`src/rtl/huff_decoder.sv`:
```
`default_nettype none
// ============================================================================
// Module : huff_decoder
// Loads a mask/value Huffman code table over the pin bus, then decodes a
// serial bitstream into one-cycle character strobes.
// Rev    : 1.0
// ============================================================================
module huff_decoder #(
  parameter int MAX_CHAR_COUNT = 3,
  parameter int CODE_W         = 4
) (
  input  logic        clk,
  input  logic        reset,
  input  logic [11:0] io_in,
  output logic [11:0] io_out
);

  localparam int c_IDX_W = (MAX_CHAR_COUNT > 1) ? $clog2(MAX_CHAR_COUNT) : 1;
  localparam int c_LEN_W = $clog2(CODE_W + 1);
  localparam logic [c_IDX_W-1:0] c_IDX_LAST  = c_IDX_W'(MAX_CHAR_COUNT - 1);
  localparam logic [c_IDX_W-1:0] c_IDX_ONE   = c_IDX_W'(1);
  localparam logic [c_LEN_W-1:0] c_LEN_FULL  = c_LEN_W'(CODE_W);
  localparam logic [c_LEN_W-1:0] c_LEN_ONE   = c_LEN_W'(1);
  localparam logic [CODE_W-1:0]  c_MASK_ONE  = CODE_W'(1);
  localparam logic [1:0]         c_CMD_CHAR  = 2'b00;
  localparam logic [1:0]         c_CMD_CODE  = 2'b01;
  localparam logic [1:0]         c_CMD_BIT   = 2'b10;
  localparam logic [1:0]         c_CMD_FLUSH = 2'b11;

  typedef enum logic [1:0] {
    ST_LOAD_CHAR = 2'd0,
    ST_LOAD_CODE = 2'd1,
    ST_DECODE    = 2'd2,
    ST_ERROR     = 2'd3
  } state_t;

  state_t               r_state, w_state_nxt;
  logic [c_IDX_W-1:0]   r_idx, w_idx_nxt;
  logic [CODE_W-1:0]    r_shreg, w_shreg_nxt;
  logic [c_LEN_W-1:0]   r_len, w_len_nxt;
  logic [7:0]           r_out_char, w_out_char_nxt;
  logic                 r_char_vld, w_char_vld_nxt;
  logic                 r_done, w_done_nxt;
  logic                 r_ready, w_ready_nxt;
  logic                 r_err, w_err_nxt;
  logic                 w_char_we, w_code_we;

  logic [7:0]           r_char [MAX_CHAR_COUNT];
  logic [CODE_W-1:0]    r_mask [MAX_CHAR_COUNT];
  logic [CODE_W-1:0]    r_val  [MAX_CHAR_COUNT];

  logic                 w_valid;
  logic [1:0]           w_cmd;
  logic [CODE_W-1:0]    w_mask_in, w_val_in;
  logic                 w_mask_legal;
  logic [CODE_W-1:0]    w_shreg_sh;
  logic [c_LEN_W-1:0]   w_len_sh;
  logic                 w_hit;
  logic [7:0]           w_hit_char;
  logic                 w_unused;

  function automatic logic [c_LEN_W-1:0] popcount(input logic [CODE_W-1:0] m);
    logic [c_LEN_W-1:0] cnt;
    cnt = '0;
    for (int i = 0; i < CODE_W; i++) begin
      if (m[i]) cnt = cnt + c_LEN_ONE;
    end
    return cnt;
  endfunction

  assign w_valid      = io_in[11];
  assign w_cmd        = io_in[10:9];
  assign w_mask_in    = io_in[2*CODE_W-1:CODE_W];
  assign w_val_in     = io_in[CODE_W-1:0];
  // A thermometer mask plus one has no bits in common with the mask itself.
  assign w_mask_legal = (w_mask_in != '0) && ((w_mask_in & (w_mask_in + c_MASK_ONE)) == '0);
  assign w_shreg_sh   = {r_shreg[CODE_W-2:0], io_in[0]};
  assign w_len_sh     = r_len + c_LEN_ONE;
  assign w_unused     = ^{io_in[8], r_shreg[CODE_W-1]};

  // Scan high to low so the lowest matching entry is the one left standing.
  always_comb begin
    w_hit      = 1'b0;
    w_hit_char = '0;
    for (int k = MAX_CHAR_COUNT - 1; k >= 0; k--) begin
      if ((w_len_sh == popcount(r_mask[k])) && ((w_shreg_sh & r_mask[k]) == r_val[k])) begin
        w_hit      = 1'b1;
        w_hit_char = r_char[k];
      end
    end
  end

  always_comb begin
    w_state_nxt    = r_state;
    w_idx_nxt      = r_idx;
    w_shreg_nxt    = r_shreg;
    w_len_nxt      = r_len;
    w_out_char_nxt = r_out_char;
    w_char_vld_nxt = 1'b0;
    w_done_nxt     = 1'b0;
    w_ready_nxt    = r_ready;
    w_err_nxt      = r_err;
    w_char_we      = 1'b0;
    w_code_we      = 1'b0;
    if (w_valid) begin
      case (r_state)
        ST_LOAD_CHAR: begin
          if (w_cmd == c_CMD_CHAR) begin
            w_char_we   = 1'b1;
            w_state_nxt = ST_LOAD_CODE;
          end else if (w_cmd == c_CMD_FLUSH) begin
            w_idx_nxt   = '0;
            w_state_nxt = ST_LOAD_CHAR;
          end else begin
            w_err_nxt   = 1'b1;
            w_state_nxt = ST_ERROR;
          end
        end
        ST_LOAD_CODE: begin
          if (w_cmd == c_CMD_CODE && w_mask_legal) begin
            w_code_we = 1'b1;
            if (r_idx == c_IDX_LAST) begin
              w_idx_nxt   = '0;
              w_ready_nxt = 1'b1;
              w_state_nxt = ST_DECODE;
            end else begin
              w_idx_nxt   = r_idx + c_IDX_ONE;
              w_state_nxt = ST_LOAD_CHAR;
            end
          end else if (w_cmd == c_CMD_FLUSH) begin
            w_idx_nxt   = '0;
            w_state_nxt = ST_LOAD_CHAR;
          end else begin
            w_err_nxt   = 1'b1;
            w_state_nxt = ST_ERROR;
          end
        end
        ST_DECODE: begin
          if (w_cmd == c_CMD_BIT) begin
            if (w_hit) begin
              w_out_char_nxt = w_hit_char;
              w_char_vld_nxt = 1'b1;
              w_shreg_nxt    = '0;
              w_len_nxt      = '0;
            end else if (w_len_sh == c_LEN_FULL) begin
              w_err_nxt   = 1'b1;
              w_state_nxt = ST_ERROR;
            end else begin
              w_shreg_nxt = w_shreg_sh;
              w_len_nxt   = w_len_sh;
            end
          end else if (w_cmd == c_CMD_FLUSH && r_len == '0) begin
            w_done_nxt  = 1'b1;
            w_ready_nxt = 1'b0;
            w_state_nxt = ST_LOAD_CHAR;
          end else begin
            w_err_nxt   = 1'b1;
            w_state_nxt = ST_ERROR;
          end
        end
        default: begin
          if (w_cmd == c_CMD_FLUSH) begin
            w_err_nxt   = 1'b0;
            w_idx_nxt   = '0;
            w_shreg_nxt = '0;
            w_len_nxt   = '0;
            w_ready_nxt = 1'b0;
            w_state_nxt = ST_LOAD_CHAR;
          end
        end
      endcase
    end
  end

  always_ff @(posedge clk) begin
    if (reset) begin
      r_state    <= ST_LOAD_CHAR;
      r_idx      <= '0;
      r_shreg    <= '0;
      r_len      <= '0;
      r_out_char <= '0;
      r_char_vld <= 1'b0;
      r_done     <= 1'b0;
      r_ready    <= 1'b0;
      r_err      <= 1'b0;
    end else begin
      r_state    <= w_state_nxt;
      r_idx      <= w_idx_nxt;
      r_shreg    <= w_shreg_nxt;
      r_len      <= w_len_nxt;
      r_out_char <= w_out_char_nxt;
      r_char_vld <= w_char_vld_nxt;
      r_done     <= w_done_nxt;
      r_ready    <= w_ready_nxt;
      r_err      <= w_err_nxt;
    end
  end

  // Table contents need no reset; table_ready gates their use.
  always_ff @(posedge clk) begin
    for (int k = 0; k < MAX_CHAR_COUNT; k++) begin
      if (w_char_we && r_idx == c_IDX_W'(k)) r_char[k] <= io_in[7:0];
      if (w_code_we && r_idx == c_IDX_W'(k)) begin
        r_mask[k] <= w_mask_in;
        r_val[k]  <= w_val_in;
      end
    end
  end

  assign io_out = {r_done, r_ready, r_err, r_char_vld, r_out_char};

endmodule
`default_nettype wire

```
`config.mk`:
```
export PLATFORM = sky130hd
export DESIGN_NAME = huff_decoder
export DESIGN_NICKNAME = d
export VERILOG_FILES = /design/src/rtl/huff_decoder.sv
export SDC_FILE = /design/constraint.sdc
export NUM_CORES = 1
export LEC_CHECK = 0
export ABC_CLOCK_PERIOD_IN_PS = 3500
export BUFFER_PORTS_ARGS = -buffer_cell sky130_fd_sc_hd__buf_2
export CAP_MARGIN = 5
export CORE_UTILIZATION = 45
export DETAILED_ROUTE_END_ITERATION = 8
export PLACE_DENSITY = 0.71
export SYNTH_ARGS = -nofsm -noshare
export SYNTH_HDL_FRONTEND = slang
export SYNTH_SLANG_ARGS = --single-unit
```
`constraint.sdc`:
```
create_clock -name clk -period 3.5 [get_ports clk]
set_input_delay 0.7 -clock clk [delete_from_list [all_inputs] [get_ports clk]]
set_output_delay 0.7 -clock clk [all_outputs]
set_load 0.03 [all_outputs]
```
==> results_dict.tcl, run 1 <==
set metrics [dict create \
    r2r-start "r_mask[0][8]$_DFFE_PP_" \
    synthMostInstantiatedCell "edfxtp_1" \
    cts_root_buffer "clkbuf_8" \
    dieArea_um2 8265 \
    p_leak_nw 1.477 \
    async_flop_share 0 \
    p_per_area_nw_per_um2 416.0 \
    fmax_mhz 311.4 \
    report.final.slew_viol_count 0 \
    routedWlPerCell_um 15.53 \
    grt_antenna_before_repair 0 \
    final_antenna_net_count 0 \
    gp_congestion 0.8524 \
    cpMostUsedCell "ha_1" \
    slew_headroom 0.3375 \
    drt_pass1_iterations 4 \
    ys.flop_type "edfxtp_1" \
    via_count 2369 \
    cp_max_fo 8 \
    hp-start "r_out_char[0]$_SDFFE_PP0P_" \
    grt_pass1_vias 2332 \
    initial_core_util 0.4627 \
    grt_max_degree 21 \
    post_cts_buffers 0 \
    nNetsFinal 366 \
    final_util 0.5181 \
    cp_cell_sequence "ha_1, o21ai_0, inv_1, ha_1, xor2_1, a22oi_1, nand4b_1, nor3_1, a221o_1, a32o_1" \
    r2r_slack_ps 290 \
    final-setup-viol-count 0 \
    r2r_cells 10 \
    ys_seq_area_frac 0.5290 \
    seqPwrFrac 0.542 \
    tightestPinTransition_ps 986.2 \
    dp_hpwl_um 4822 \
    hold_end "r_out_char[0]$_SDFFE_PP0P_" \
    drt-total-wl_um 6882 \
    rows 32 \
    finalSetupTns_ps 0 \
    hold_path_depth 1 \
    cts_tree "built" \
    maxCapViolCount 0 \
    synth-seq-cells 70 \
    min_path_type "flop to flop" \
    drt_iter0_markers 204 \
    clk_path_buf_depth 2 \
    synthTopCellsByCount "48 x edfxtp_1, 24 x nand2_1, 22 x dfxtp_1, 22 x nor2_1, 16 x ha_1" \
    synth_warnings 0 \
    drive_above_1_share 0.1877 \
    diodes 0 \
    synth-edff-count 48 \
    layout_min_cycle_time_ps 3211 \
    comb_power_share 0.055 \
    hold_viol 0 \
    critPathLaunchType "flop" \
    switchingPower_mw 0.3927 \
    slowest_delay_ps 840 \
    fp.dieH_um 90.91 \
    numCtsBuffers 9 \
    core_area_um2 7687 \
    synth_top_area_frac 0.4052 \
    synth_cell_type_count 56 \
    syn_nets 338 \
    synth_top_area_cell "edfxtp_1" \
    htreeDepth 3 \
    clkSlewWorstSetupHoldPaths_ps 90 \
    end_kind "flop" \
    clock-sinks 70 \
    required_ps 3780 \
    ir_drop_mv 0.2690 \
    pwr-share-clk 0.403 \
    switching_share 0.2370 \
    drc 0 \
    ctsHoldBuffers 0 \
    pin_count 26 \
    cts.repair.resized 0 \
    die_x_um 90.91 \
    postSynthAreaPerCell_um2 11.55 \
    crit_type "flop to flop" \
    period_share 0.9175 \
    synthCells 308 \
    reg2reg_to "r_out_char[4]$_SDFFE_PP0P_" \
    slowest_stage "nor3_1" \
    port_buffers 24 \
    netlist_area_um2 3557 \
    overflow 0 \
    skew_ps 14.65 \
    grtUsageTotal 0.1860 \
    fillers 693 \
    grt_setup_unrepaired "no" \
    vias_per_cell 5.348 \
    status "finished, final reports clean" \
    grt_pass1_wl_um 11600 \
    p_int_mw 1.264 \
    insertion_delay_ps 350 \
    worstPathArrival_ps 3490 \
    synthToLayoutAreaGrowth_pct 11.96 \
    netlist_top_cells_area "edfxtp_1 41%, dfxtp_1 12%, ha_1 5.6%" \
]
## worst max-delay path by stage
stage | from | endpoint | slack (ps) | cells after the start
6_report | r_mask[0][8]$_DFFE_PP_ | r_out_char[4]$_SDFFE_PP0P_ | 290 | 10
5_1_grt | r_mask[0][8]$_DFFE_PP_ | r_out_char[5]$_SDFFE_PP0P_ | 30 | 10
4_1_cts | r_mask[0][8]$_DFFE_PP_ | r_out_char[4]$_SDFFE_PP0P_ | 240 | 10
3_5_place_dp | r_mask[0][8]$_DFFE_PP_ | r_out_char[3]$_SDFFE_PP0P_ | 290 | 10
3_3_place_gp | r_mask[0][8]$_DFFE_PP_ | r_out_char[3]$_SDFFE_PP0P_ | 310 | 10
2_1_floorplan | r_mask[0][4]$_DFFE_PP_ | r_len[2]$_SDFFE_PP0P_ | 670 | 12
## layer usage
metal / wire length (µm) / vias to the layer above / GRT usage / share of wire
met2: 3273 / 49 / 0.2910 / 0.48
met5: 0 / - / 0 / 0
met4: 67 / 0 / 0.06878 / 0.0097
li1: - / 1178 / - / -
met3: 358 / 4 / 0.04461 / 0.052
met1: 3182 / 1138 / 0.2511 / 0.46
## through the flow
step           instance area (µm²)  hold slack, ps  cells  worst slack, ps  power [mW]
2_1_floorplan                 3557           453.6    308            668.6      0.9779
3_3_place_gp                  3777           447.2    427            307.9       1.007
3_5_place_dp                  3777           453.6    427            288.5       1.009
4_1_cts                       3983           474.1    443            239.1       1.669
5_1_grt                       3983           482.6    443            32.30       1.725
6_report                      3983           470.9    443            288.6       1.657
## final cells by class
cell class	count	area (µm²)	share of cell area
clock buffer	9	123.9	0.03110
clock inverter	7	81.33	0.02042
inverter	14	52.55	0.01320
multi-input combinational	207	1520	0.3817
sequential	70	1882	0.4725
tap	102	127.6	0.03205
timing repair buffer	34	195.2	0.04901
## flip-flops by register name, indices dropped and copies added (netlist names)
name	flops
r_mask	12
r_done	1
r_state	2
r_ready	1
r_out_char	8
r_err	1
r_char	24
r_len	3
r_idx	2
r_val	12
r_char_vld	1
r_shreg	3
## cell families after synthesis
logic type | Yosys count | synth area share
compound gates | 58 | 0.1305
xor+xnor | 23 | 0.06472
fa+ha+maj | 16 | 0.05628
buf+inv | 31 | 0.04362
flops | 70 | 0.5290
mux | 1 | 0.003165
simple gates | 109 | 0.1727
## placed cells by master (no fill, tap or decap), types with 2 or more instances in the layout
cell type  instances
nor2_1            22
a21boi_0           2
a21oi_1           12
and2_1             2
dfxtp_1           22
a221o_1            8
a211oi_1           3
and3b_1            2
a21o_1             2
buf_4             10
nand2b_1          11
nand3b_1          10
o21ai_0           11
clkbuf_8           9
a32o_1             8
nand3_1           11
buf_2             24
xor2_1            15
nor2b_1            5
inv_1             14
nand4_1            3
inv_6              2
clkinv_4           2
edfxtp_1          48
xnor2_1            6
nand2_1           24
or2_2              2
nor3_1             5
ha_1              16
## critical path, delay by kind of cell, from the launching register on
family          cells  cell delay [ps]
xor+xnor            1              160
compound gates      4              910
simple gates        2             1020
buf+inv             1               90
fa+ha+maj           2              550
flops               1              440
## power by group through the flow
stage | registers [mW] | logic [mW] | clock network (mW)
6_report | 0.899 | 0.0909 | 0.667
2_1_floorplan | 0.912 | 0.0658 | 0
5_1_grt | 0.900 | 0.103 | 0.721
3_5_place_dp | 0.918 | 0.0909 | 0
3_3_place_gp | 0.917 | 0.0901 | 0
4_1_cts | 0.899 | 0.0917 | 0.678
Note: power is estimated with default switching activity, not from simulation.
==> inputs of run 2 (changes only) <==
- CORE_UTILIZATION: 45 -> 40
- GPL_ROUTABILITY_DRIVEN: not set -> 0
- PLACE_DENSITY: 0.71 -> not set
==> run 2 against run 1 <==
Compared with the run above: cell area hardly changed; total power is 0.91% lower; clock power is 3% lower; routed wire length is 6.4% higher; sequential power hardly changed; die area is 12% higher; fmax is 3.6% higher; non-clock buffer count is 1 lower; combinational power is 1% higher; largest power group unchanged.
==> results_dict.tcl, run 2 (synthesized netlist as in run 1, its figures left out) <==
set metrics [dict create \
    hold_viol 0 \
    via_count 2387 \
    vias_per_cell 5.328 \
    maxCapViolCount 0 \
    skew_ps 10.05 \
    status "finished, final reports clean" \
    critPathLaunchType "flop" \
    multi_input_area_um2 1525 \
    synthToLayoutAreaGrowth_pct 11.85 \
    die_x_um 96.30 \
    clock-sinks 70 \
    p_leak_nw 1.461 \
    drt-total-wl_um 7322 \
    clkSlewWorstSetupHoldPaths_ps 80 \
    layout_min_cycle_time_ps 3100 \
    fillers 829 \
    grt_pass1_vias 2274 \
    ir_drop_mv 0.2215 \
    dp_hpwl_um 5052 \
    layout_common_cells "48 x edfxtp_1, 24 x nand2_1, 24 x buf_2" \
    insertion_delay_ps 350 \
    crit_type "flop to flop" \
    final-setup-viol-count 0 \
    slew_headroom 0.5140 \
    grtUsageTotal 0.1729 \
    grt_pass1_wl_um 11460 \
    dieArea_um2 9274 \
    htreeDepth 3 \
    p_per_area_nw_per_um2 412.6 \
    drt_iter0_markers 114 \
    cpMostUsedCell "ha_1" \
    required_ps 3740 \
    drive_above_1_share 0.1882 \
    top_register "r_char" \
    fmax_mhz 322.6 \
    overflow 0 \
    layout.cells.most_common "edfxtp_1" \
    cp_cell_sequence "ha_1, nor2b_1, or2_2, ha_1, nand2b_1, o31ai_2, xnor2_1, nor4_4, buf_4, nor3_2, o21ba_1, a32o_1" \
    cts.repair.resized 0 \
    largest_register_ffs 24 \
    drc 0 \
    path_delay_family "simple AND/OR/NAND/NOR gates" \
    nNetsFinal 365 \
    slowest_stage "edfxtp_1" \
    slowest_delay_ps 420 \
    finalSetupTns_ps 0 \
    final_antenna_net_count 0 \
    grt_antenna_before_repair 0 \
    pin_count 26 \
    initial_core_util 0.4099 \
    grt_max_degree 21 \
    crit_buf_inv 1 \
    rows 34 \
    reg_top3 "r_char x24, r_mask x12, r_val x12" \
    post_cts_buffers 0 \
    tightestPinTransition_ps 726.3 \
    cp_max_fo 12 \
    cts_tree "built" \
    drt_pass1_iterations 4 \
    clk_path_buf_depth 2 \
    worstPathArrival_ps 3340 \
    end_kind "flop" \
    grt_setup_unrepaired "no" \
    routedWlPerCell_um 16.34 \
    min_path_type "flop to flop" \
    fp.dieH_um 96.30 \
    ctsHoldBuffers 0 \
    cts_root_buffer "clkbuf_8" \
    diodes 0 \
    report.final.slew_viol_count 0 \
    core_area_um2 8678 \
    period_share 0.8857 \
    numCtsBuffers 9 \
    ff_latch_area_um2 1882 \
    port_buffers 24 \
    final_util 0.4585 \
]
run 2: per-layer routing:
| layer | track usage | vias up | part of all wire |
|---|---|---|---|
| li1 | - | 1175 | - |
| met1 | 0.2208 | 1168 | 0.47 |
| met2 | 0.2831 | 37 | 0.49 |
| met3 | 0.04344 | 7 | 0.034 |
| met4 | 0.06373 | 0 | 0.012 |
| met5 | 0 | - | 0 |
run 2: worst register-to-register path: cells and delay by family, from the launching register on:
family | cells | cell delay, ps
flip-flops | 1 | 420
AND/OR/NAND/NOR | 5 | 1010
adder cells (fa/ha/maj) | 2 | 500
AO/OA/AOI/OAI | 3 | 650
XOR/XNOR | 1 | 140
buffers and inverters | 1 | 280
run 2: final cells by class:
class,instances,share of cell area
Sequential cell,70,0.4730
Multi-Input combinational cell,207,0.3833
Timing Repair Buffer,33,0.04717
Tap cell,108,0.03396
Clock buffer,9,0.03113
Clock inverter,7,0.01824
Inverter,14,0.01321
run 2: path summary, 6_finish.rpt:
check	from	to	slack, ps	cells past startpoint
worst max-delay path	r_mask[0][4]$_DFFE_PP_	r_out_char[3]$_SDFFE_PP0P_	400	12
worst min-delay path	r_out_char[6]$_SDFFE_PP0P_	r_out_char[6]$_SDFFE_PP0P_	460	1
worst max register to register	r_mask[0][4]$_DFFE_PP_	r_out_char[3]$_SDFFE_PP0P_	400	12
worst min register to register	r_out_char[6]$_SDFFE_PP0P_	r_out_char[6]$_SDFFE_PP0P_	460	1
run 2: per-stage QoR:
stage	instances	hold WS, ps	setup WS [ps]	power, mW	area [µm²]
finish	448	464.7	400.1	1.642	3979
global route	448	485.6	203.8	1.704	3979
detailed placement	432	449.0	198.5	1.011	3777
global placement	432	444.9	251.9	1.009	3777
CTS	448	467.2	177.0	1.659	3974
floorplan	308	453.6	668.6	0.9779	3557
run 2: power breakdown:
group	internal, mW	switching [mW]
logic	0.0346	0.0576
clock network	0.330	0.320
registers	0.889	0.0101
